`config.mk`:
```
export PLATFORM = sky130hd
export DESIGN_NAME = daq_frame_trailer_flat
export DESIGN_NICKNAME = d
export VERILOG_FILES = /design/src/rtl/daq_frame_trailer_pkg.sv /design/src/rtl/daq_frame_trailer_if.sv /design/src/rtl/daq_frame_trailer_fifo.sv /design/src/rtl/daq_frame_trailer.sv /design/src/flat_wrapper.sv
export SDC_FILE = /design/constraint.sdc
export NUM_CORES = 1
export LEC_CHECK = 0
export BUFFER_PORTS_ARGS = -buffer_cell sky130_fd_sc_hd__buf_2
export CORE_ASPECT_RATIO = 1.5
export CORE_UTILIZATION = 30
export DETAILED_ROUTE_END_ITERATION = 8
export PLACE_DENSITY = 0.43
export REMOVE_ABC_BUFFERS = 1
export SLEW_MARGIN = 10
export SYNTH_ARGS = -nofsm -noshare
export SYNTH_HDL_FRONTEND = slang
export SYNTH_HIERARCHICAL = 1
export SYNTH_SLANG_ARGS = --single-unit
```
`constraint.sdc`:
```
create_clock -name CLK -period 3.3 [get_ports CLK]
set_input_delay 0.33 -clock CLK [delete_from_list [all_inputs] [get_ports CLK]]
set_output_delay 0.33 -clock CLK [all_outputs]
set_load 0.005 [all_outputs]
```
`src/rtl/daq_frame_trailer_pkg.sv`:
```
// daq_pkg: shared FSM state type and CRC-16/CCITT helper for the frame trailer.
package daq_pkg;
    typedef enum logic [1:0] {IDLE, PASS, CRC, CNT} state_t;
    localparam logic [15:0] CRC_POLY = 16'h1021;
    localparam logic [15:0] CRC_INIT = 16'hFFFF;
    // MSB-first, one full 16-bit word per call, no reflection or final XOR
    function automatic logic [15:0] crc16_word(input logic [15:0] crc, input logic [15:0] data);
        logic [15:0] c;
        c = crc;
        for (int i = 15; i >= 0; i--) c = {c[14:0], 1'b0} ^ ((c[15] ^ data[i]) ? CRC_POLY : 16'h0000);
        return c;
    endfunction
endpackage

```
`src/rtl/daq_frame_trailer_if.sv`:
```
// daq_frame_trailer_if: sequencer word stream in, serializer word stream and status out.
interface daq_frame_trailer_if;
    logic [15:0] DIN;
    logic        VALID;
    logic        CLR_CRC;
    logic        LAST_WRD;
    logic [15:0] DOUT;
    logic        DOUT_VLD;
    logic        DOUT_SOF;
    logic        DOUT_EOF;
    logic [11:0] FRM_CNT;
    logic        OVF_ERR;
    logic        FRM_ERR;
    modport master (output DIN, VALID, CLR_CRC, LAST_WRD,
                    input DOUT, DOUT_VLD, DOUT_SOF, DOUT_EOF, FRM_CNT, OVF_ERR, FRM_ERR);
    modport slave (input DIN, VALID, CLR_CRC, LAST_WRD,
                   output DOUT, DOUT_VLD, DOUT_SOF, DOUT_EOF, FRM_CNT, OVF_ERR, FRM_ERR);
endinterface

```
`src/rtl/daq_frame_trailer_fifo.sv`:
```
// daq_sync_fifo: single-clock FIFO; a write while full is accepted only when a pop frees a slot.
module daq_sync_fifo #(
    parameter int AW = 2,
    parameter int W  = 18
) (
    input  logic         clk_i,
    input  logic         rst_i,
    input  logic         wr_i,
    input  logic         rd_i,
    input  logic [W-1:0] wdata_i,
    output logic [W-1:0] rdata_o,
    output logic         full_o,
    output logic         empty_o,
    output logic         ovf_o
);
    logic [W-1:0]  mem [2**AW];
    logic [AW-1:0] wptr_q, rptr_q;
    logic [AW:0]   cnt_q, cnt_d;
    logic          push, pop;
    assign full_o  = cnt_q[AW];
    assign empty_o = cnt_q == '0;
    assign push    = wr_i & (~full_o | rd_i);
    assign pop     = rd_i & ~empty_o;
    assign ovf_o   = wr_i & full_o & ~rd_i;
    assign rdata_o = mem[rptr_q];
    assign cnt_d   = cnt_q + {{AW{1'b0}}, push} - {{AW{1'b0}}, pop};
    always_ff @(posedge clk_i) begin
        if (push) mem[wptr_q] <= wdata_i;
    end
    always_ff @(posedge clk_i or posedge rst_i) begin
        if (rst_i) begin
            wptr_q <= '0;
            rptr_q <= '0;
            cnt_q  <= '0;
        end else begin
            wptr_q <= push ? wptr_q + 1'b1 : wptr_q;
            rptr_q <= pop ? rptr_q + 1'b1 : rptr_q;
            cnt_q  <= cnt_d;
        end
    end
endmodule

```
`src/rtl/daq_frame_trailer.sv`:
```
// daq_frame_trailer: buffers sequencer frames, recomputes CRC-16 and appends CRC + frame-count trailer words.
module daq_frame_trailer
    import daq_pkg::*;
#(
    parameter int          FIFO_AW = 2,
    parameter logic [3:0]  TRL_ID  = 4'hE
) (
    input logic CLK,
    input logic RST,
    daq_frame_trailer_if.slave bus
);
    logic [17:0] rdata;
    logic        full, empty, ovf, rd;
    logic        first, last;
    logic [15:0] word;
    state_t      state_q, state_d;
    logic [15:0] crc_q, crc_d, dout_q, dout_d;
    logic        vld_q, vld_d, sof_q, sof_d, eof_q, eof_d;
    logic [11:0] cnt_q, cnt_d;
    logic        ovf_q, frm_err_q, frm_err_d;
    daq_sync_fifo #(.AW(FIFO_AW), .W(18)) u_fifo (
        .clk_i   (CLK),
        .rst_i   (RST),
        .wr_i    (bus.VALID),
        .rd_i    (rd),
        .wdata_i ({bus.CLR_CRC, bus.LAST_WRD, bus.DIN}),
        .rdata_o (rdata),
        .full_o  (full),
        .empty_o (empty),
        .ovf_o   (ovf)
    );
    assign {first, last, word} = rdata;
    always_comb begin
        state_d   = state_q;
        crc_d     = crc_q;
        dout_d    = dout_q;
        vld_d     = 1'b0;
        sof_d     = 1'b0;
        eof_d     = 1'b0;
        cnt_d     = cnt_q;
        frm_err_d = frm_err_q;
        rd        = 1'b0;
        case (state_q)
            IDLE, PASS: if (!empty) begin
                rd = 1'b1;
                // a stray word between frames is dropped; a restart inside a frame abandons the old one
                if (state_q == IDLE && !first) frm_err_d = 1'b1;
                else begin
                    dout_d    = word;
                    vld_d     = 1'b1;
                    sof_d     = first;
                    crc_d     = crc16_word(first ? CRC_INIT : crc_q, word);
                    frm_err_d = frm_err_q | (state_q == PASS && first);
                    state_d   = last ? CRC : PASS;
                end
            end
            CRC: begin
                dout_d  = crc_q;
                vld_d   = 1'b1;
                state_d = CNT;
            end
            default: begin
                dout_d  = {TRL_ID, cnt_q + 12'd1};
                vld_d   = 1'b1;
                eof_d   = 1'b1;
                cnt_d   = cnt_q + 12'd1;
                state_d = IDLE;
            end
        endcase
    end
    always_ff @(posedge CLK or posedge RST) begin
        if (RST) begin
            state_q   <= IDLE;
            crc_q     <= CRC_INIT;
            dout_q    <= '0;
            vld_q     <= 1'b0;
            sof_q     <= 1'b0;
            eof_q     <= 1'b0;
            cnt_q     <= '0;
            ovf_q     <= 1'b0;
            frm_err_q <= 1'b0;
        end else begin
            state_q   <= state_d;
            crc_q     <= crc_d;
            dout_q    <= dout_d;
            vld_q     <= vld_d;
            sof_q     <= sof_d;
            eof_q     <= eof_d;
            cnt_q     <= cnt_d;
            ovf_q     <= ovf_q | ovf;
            frm_err_q <= frm_err_d;
        end
    end
    assign bus.DOUT     = dout_q;
    assign bus.DOUT_VLD = vld_q;
    assign bus.DOUT_SOF = sof_q;
    assign bus.DOUT_EOF = eof_q;
    assign bus.FRM_CNT  = cnt_q;
    assign bus.OVF_ERR  = ovf_q;
    assign bus.FRM_ERR  = frm_err_q;
    wire unused_full = full;
endmodule

```
`src/flat_wrapper.sv`:
```
// flat-port wrapper written by rule: the top's interface ports become plain ports
module daq_frame_trailer_flat import daq_pkg::*;
#(
    parameter int          FIFO_AW = 2,
    parameter logic [3:0]  TRL_ID  = 4'hE
)
  (CLK, RST, bus_DIN, bus_VALID, bus_CLR_CRC, bus_LAST_WRD, bus_DOUT, bus_DOUT_VLD, bus_DOUT_SOF, bus_DOUT_EOF, bus_FRM_CNT, bus_OVF_ERR, bus_FRM_ERR);
  daq_frame_trailer_if bus_i ();
  input logic CLK;
  input logic RST;
  input wire logic [$bits(bus_i.DIN)-1:0] bus_DIN;
  input wire logic [$bits(bus_i.VALID)-1:0] bus_VALID;
  input wire logic [$bits(bus_i.CLR_CRC)-1:0] bus_CLR_CRC;
  input wire logic [$bits(bus_i.LAST_WRD)-1:0] bus_LAST_WRD;
  output wire logic [$bits(bus_i.DOUT)-1:0] bus_DOUT;
  output wire logic [$bits(bus_i.DOUT_VLD)-1:0] bus_DOUT_VLD;
  output wire logic [$bits(bus_i.DOUT_SOF)-1:0] bus_DOUT_SOF;
  output wire logic [$bits(bus_i.DOUT_EOF)-1:0] bus_DOUT_EOF;
  output wire logic [$bits(bus_i.FRM_CNT)-1:0] bus_FRM_CNT;
  output wire logic [$bits(bus_i.OVF_ERR)-1:0] bus_OVF_ERR;
  output wire logic [$bits(bus_i.FRM_ERR)-1:0] bus_FRM_ERR;
  assign bus_i.DIN = bus_DIN;
  assign bus_i.VALID = bus_VALID;
  assign bus_i.CLR_CRC = bus_CLR_CRC;
  assign bus_i.LAST_WRD = bus_LAST_WRD;
  assign bus_DOUT = bus_i.DOUT;
  assign bus_DOUT_VLD = bus_i.DOUT_VLD;
  assign bus_DOUT_SOF = bus_i.DOUT_SOF;
  assign bus_DOUT_EOF = bus_i.DOUT_EOF;
  assign bus_FRM_CNT = bus_i.FRM_CNT;
  assign bus_OVF_ERR = bus_i.OVF_ERR;
  assign bus_FRM_ERR = bus_i.FRM_ERR;
  daq_frame_trailer #(.FIFO_AW(FIFO_AW), .TRL_ID(TRL_ID)) u_core (.CLK(CLK), .RST(RST), .bus(bus_i));
endmodule
```
Yosys cells after proc, flatten, opt, wreduce, memory -nomap -nowiden --
Memory sizes are Yosys's and may differ from the RTL's. Cells that the tools add are included.
Storage, ports and cells: RAM bits 72, memories kept 1, logic and storage cells 111, bits in registers 58
Memory list:
- u_core.u_fifo.mem | words 4, width 18, read ports 1, clocked after memory_dff 0, write ports 1, RTL line daq_frame_trailer_fifo.sv:16 | logic [W-1:0] mem [2**AW];
Cells by class: reduce and logical (&&, ||, !) cells 10, multiplexer cells 36, add/subtract/negate cells 5, equality and inequality tests 4, bitwise logic cells 43
Operators with widths (count):
- 16-bit bitwise XOR | 16
- 13-bit 2-to-1 mux | 16
- 16-bit 2-to-1 mux | 3
- 16-bit case mux with 2 select lines | 1
- 1-bit bitwise XOR | 16
- 12-bit by 1-bit adder with 12-bit output, second input constant | 1
- 1-bit 2-to-1 mux | 12
- 2-bit 2-to-1 mux | 3
- 2-bit by 1-bit adder with 2-bit output, second input constant | 2
- 1-bit AND | 4
- 2-bit != test, second input constant | 2
- 1-bit NOT | 4
- 2-bit case mux with 2 select lines | 1
- 2-bit AND reduction | 2
- 3-bit by 1-bit adder with 3-bit output | 1
- 3-bit zero test | 1
- 1-bit OR | 3
- 3-bit AND reduction | 1
- 3-bit OR reduction | 1
- 3-bit by 1-bit subtractor with 3-bit output | 1
- 2-bit by 1-bit == test with 1-bit output, second input constant | 1
- 2-bit == test, second input constant | 1
- 1-bit logical AND | 2
- 2-bit zero test | 1
- other kinds (2) | 2

Logic depth before layout (Yosys ltp) --
An unclocked memory read counts as a cell.
word-level depth 50, depth in mapped cells 12, depth with buffers taken out 12

Cells and area by module --
The synthesis kept the hierarchy.
By module, submodules not included:
- daq_frame_trailer | sequential area each 1296.2 µm², times used 1, cells each 328, area an instance 3075.4 µm²
- daq_sync_fifo | sequential area each 2337.2 µm², times used 1, cells each 134, area an instance 3026.7 µm²

Least setup slack after synthesis --
Ideal clock, no wire load.
path type register -> register, start register u_core.u_fifo.rptr_q[0], end register u_core.crc_q[12], path slack 718 ps, path buffers 1, required time 3218 ps, data arrival time 2500 ps, setup time 82 ps, cell stages (with the launch flop) 9, path through dfrtp_1 -> buf_6 -> mux4_2 -> xnor2_1 -> xnor3_1 -> xnor3_2 -> xnor2_1 -> o21ai_0 -> a22oi_1
On the way: elaborated cells between the ends (all ways) 36, classes of those cells mux (8); bitwise (24); reduce/logical (3); memory (1)
RTL lines:
- from (decl) | RTL line daq_frame_trailer_fifo.sv:17 | logic [AW-1:0] wptr_q, rptr_q;
- from (signal assigned) | RTL line daq_frame_trailer_fifo.sv:37 | rptr_q <= pop ? rptr_q + 1'b1 : rptr_q;
- memory read 4 x 18 bit *
- named net u_core.rdata[15] | RTL line daq_frame_trailer.sv:12 | logic [17:0] rdata;
- 1-bit bitwise XOR * | RTL line daq_frame_trailer_pkg.sv:10 | for (int i = 15; i >= 0; i--) c = {c[14:0], 1'b0} ^ ((c[15] ^ data[i]) ? CRC_POLY : 16'h0000);
- 13-bit 2-to-1 mux * | RTL line daq_frame_trailer_pkg.sv:10
- 16-bit bitwise XOR * (4 in series) | RTL line daq_frame_trailer_pkg.sv:10
- 1-bit bitwise XOR or 16-bit bitwise XOR (tied branches) | RTL line daq_frame_trailer_pkg.sv:10
- 13-bit 2-to-1 mux or 16-bit bitwise XOR (tied branches) | RTL line daq_frame_trailer_pkg.sv:10
- 16-bit bitwise XOR * (4 in series) | RTL line daq_frame_trailer_pkg.sv:10
- 1-bit bitwise XOR or 16-bit bitwise XOR (tied branches) | RTL line daq_frame_trailer_pkg.sv:10
- 13-bit 2-to-1 mux (tied with other cells) | RTL line daq_frame_trailer_pkg.sv:10
- 16-bit bitwise XOR * (8 in series) | RTL line daq_frame_trailer_pkg.sv:10
- to (signal assigned) | RTL line daq_frame_trailer.sv:84 | crc_q <= crc_d;
- to (decl) | RTL line daq_frame_trailer.sv:17 | logic [15:0] crc_q, crc_d, dout_q, dout_d;
Mark *: on every way through the listed nets, which the timed path passes. The rest lies on a longest branch. A chain may end at the register's enable or synchronous reset.

Worst setup path in the final report --
start register u_core.u_fifo.rptr_q[0], end register u_core.crc_q[7]
On the way: cells in the longest elaborated chain, start to end 26, elaborated cells between the ends (all ways) 38, classes of those cells mux (9); bitwise (25); reduce/logical (3); memory (1)
RTL lines:
- memory read 4 x 18 bit *
- named net u_core.rdata[17] | RTL line daq_frame_trailer.sv:12
- 16-bit 2-to-1 mux | RTL line daq_frame_trailer.sv:52 | crc_d = crc16_word(first ? CRC_INIT : crc_q, word);
- 16-bit bitwise XOR | RTL line daq_frame_trailer_pkg.sv:10
- 1-bit bitwise XOR | RTL line daq_frame_trailer_pkg.sv:10
- 13-bit 2-to-1 mux | RTL line daq_frame_trailer_pkg.sv:10
- 16-bit bitwise XOR (4 in series) | RTL line daq_frame_trailer_pkg.sv:10
- 1-bit bitwise XOR | RTL line daq_frame_trailer_pkg.sv:10
- 13-bit 2-to-1 mux | RTL line daq_frame_trailer_pkg.sv:10
- 16-bit bitwise XOR (4 in series) | RTL line daq_frame_trailer_pkg.sv:10
- 1-bit bitwise XOR | RTL line daq_frame_trailer_pkg.sv:10
- 13-bit 2-to-1 mux | RTL line daq_frame_trailer_pkg.sv:10
- 16-bit bitwise XOR (4 in series) | RTL line daq_frame_trailer_pkg.sv:10
- 1-bit bitwise XOR | RTL line daq_frame_trailer_pkg.sv:10
- 13-bit 2-to-1 mux | RTL line daq_frame_trailer_pkg.sv:10
- 16-bit bitwise XOR (3 in series) | RTL line daq_frame_trailer_pkg.sv:10
Marks and branches as above.

==> flow_summary.toml <==
[outcome]
status = "finished clean"

[layout]
final_nets = 559
n_fill_cell = 1975
multi_input_area_mm2 = 0.00229
final_common_cell = "edfxtp_1"
syn2layout_area_growth_pct = 19.8
seqCellArea_mm2 = 0.00363
drive_above_1_share = 0.282
final_cell_mix = "72 x edfxtp_1, 53 x buf_2, 53 x xnor2_1"
insertedDiodeCount = 0

[sta]
layout_min_cycle_time_ns = 2.94
period_share = 0.891
finClkSkew_ns = 0.00766
fin_tns_setup_ns = 0
hold_violations = 0
relSlewSlack = 0.590
worstMarginPinSlew_ns = 0.614
max_freq_ghz = 0.340
setup_viol = 0
grt_setup_unrepaired = "false"
maxSlewViolCount = 0

[setup_path]
critical_path_class = "reg -> reg"
path_buf_inv = 2
cp_cell_sequence = "buf_12 -> mux4_2 -> buf_4 -> nor2_1 -> xor2_1 -> xnor3_2 -> xnor2_4 -> xnor2_1 -> o21ai_0 -> a22oi_1"
worstPathRequired_ns = 3.63
reg2reg_from = "u_core/u_fifo/rptr_q[0]"
cp_top_family = "XOR/XNOR gates"
reg2reg_slack_ns = 0.36
end_kind = "flop"
r2r_cells = 10
slowest_delay_ns = 0.64
startpoint = "u_core/u_fifo/rptr_q[0]"
critPathSlowestCell = "mux4_2"
worstSetupStartpointType = "flop"
rr_endpoint = "u_core/crc_q[7]"
critPathArrivalTime_ns = 3.27
critical_path.max_fanout = 15

[job]
cap_violations = 0

[yosys]
synth_edf_count = 72
synth_area_mm2 = 0.00610
synth-seq-cells = 130
ys.flop_type = "edfxtp_1"
async_flop_share = 0.446
synth.distinct_cells = 49
synth_area_per_cell_um2 = 13.2
synth-seq-area-share = 0.595
postSynthCellCount = 462
ys_warn_count = 6

[clocking]
clockBufferDepth = 2
cts.sinks = 130
post_cts_buffers = 0
cts_tree = "yes"
cts_made_buffers = 17
h-tree-depth = 4
cts_resized = 0
insertion_delay_ns = 0.42
clkSlewWorstSetupHoldPaths_ns = 0.06
root_buffer = "clkbuf_16"

[hold_path]
hold_class = "in -> reg"
hold_depth = 1
hold_start = "bus_DIN[12]"
whs_endpoint = "u_core/u_fifo/mem[2][12]"

[drt]
ant_nets = 0
drtIter0Drc = 164
vias = 3689
wl_mm = 14.0
vias_per_cell = 4.59
avgRoutedWirePerCell_um = 17.5
drc = 0
drt_first_pass_iters = 5

[floorplanning]
die_area_mm2 = 0.0209
core_mm2 = 0.0199
die_w_um = 118
dieHeight_um = 177
rows = 63
initial_core_util = 0.307
ios = 54

[global_routing]
gr-total-overflow = 0
grt_pass1_vias = 3805
grt_pass1_wl_mm = 22.1
antenna_found_initial = 0
groute.usage.overall = 0.144
grt_max_degree = 27

[place]
dpl.hpwl_mm = 10.2
io_buffers = 53
gp_congestion = 0.773
==> layer usage <==
metal  vias to the layer above  GRT usage  routed length, um  share of wire
met5                         -          0                  0              0
met4                         0     0.0512                228          0.016
met3                        17     0.0396                440          0.031
met2                        70      0.261               7520           0.54
met1                      1831      0.163               5830           0.42
li1                       1771          -                  -              -
==> what timing repair did <==
action | CTS | global route
hold buffers | 1 | 0
setup endpoints to repair | 0 | 0
endpoints found under the hold margin | 8 | 0
==> registers in the layout, indices dropped and copies added (netlist names) <==
register / flops
u_core/bus.DOUT: 16
u_core/bus.DOUT_EOF: 1
u_core/bus.DOUT_SOF: 1
u_core/bus.DOUT_VLD: 1
u_core/bus.FRM_CNT: 12
u_core/bus.FRM_ERR: 1
u_core/bus.OVF_ERR: 1
u_core/crc_q: 16
u_core/state_q: 2
u_core/u_fifo/cnt_q: 3
u_core/u_fifo/mem: 72
u_core/u_fifo/rptr_q: 2
u_core/u_fifo/wptr_q: 2
==> metrics by stage <==
stage / setup WS (ns) / area, um2 / instances / hold WS [ns] / utilization
6_report: 0.359 / 7310 / 803 / 0.127 / 0.368
4_1_cts: 0.382 / 7310 / 803 / 0.110 / 0.368
5_1_grt: 0.166 / 7310 / 803 / 0.113 / 0.368
3_3_place_gp: 0.450 / 6720 / 770 / 0.298 / 0.338
3_5_place_dp: 0.405 / 6720 / 770 / 0.300 / 0.338
2_1_floorplan: 0.117 / 5980 / 439 / 0.133 / -
==> cell families (layout without fill, tap and decap cells) <==
| group | Yosys count | in the layout | share of synthesized area |
|---|---|---|---|
| DFF | 130 | 130 | 0.595 |
| muxes | 25 | 25 | 0.0783 |
| adders and majority gates | 8 | 8 | 0.0176 |
| AOI/OAI and AO/OA | 65 | 65 | 0.0609 |
| and+or+nand+nor | 114 | 114 | 0.0830 |
| xor gates and xnor gates | 80 | 80 | 0.135 |
| buffers and inverters | 40 | 121 | 0.0299 |
==> how the worst max path moves through the flow <==
stage / endpoint / slack, ns / depth (start not counted)
after floorplan: u_core/crc_q[12] / 0.12 / 7
after global placement: u_core/u_fifo/cnt_q[2] / 0.45 / 12
after detailed placement: u_core/crc_q[14] / 0.41 / 10
after CTS: u_core/crc_q[7] / 0.38 / 10
after global routing: u_core/crc_q[7] / 0.17 / 10
final: u_core/crc_q[7] / 0.36 / 10
==> synthesized netlist by cell type (all sizes together), types with 16 or more instances <==
cell type	count	area, um2
a21oi	25	125
dfrtp	42	1050
dfstp	16	420
edfxtp	72	2160
inv	16	60.1
mux4	18	405
nand2	35	131
nor2	46	178
o21ai	21	105
xnor2	56	524
xor2	19	181
==> layout make-up <==
| cell class | instances | share of cell area |
|---|---|---|
| clock buffers | 19 | 0.0606 |
| clock inverters | 13 | 0.0187 |
| inverters | 17 | 0.00873 |
| multi-input cells | 292 | 0.313 |
| flip-flops and latches | 130 | 0.497 |
| well taps | 260 | 0.0445 |
| repair buffers | 72 | 0.0578 |
Power is left out: the tool's default activity adds up to more than one toggle a clock period on the data nets, which glitch-free logic cannot reach.
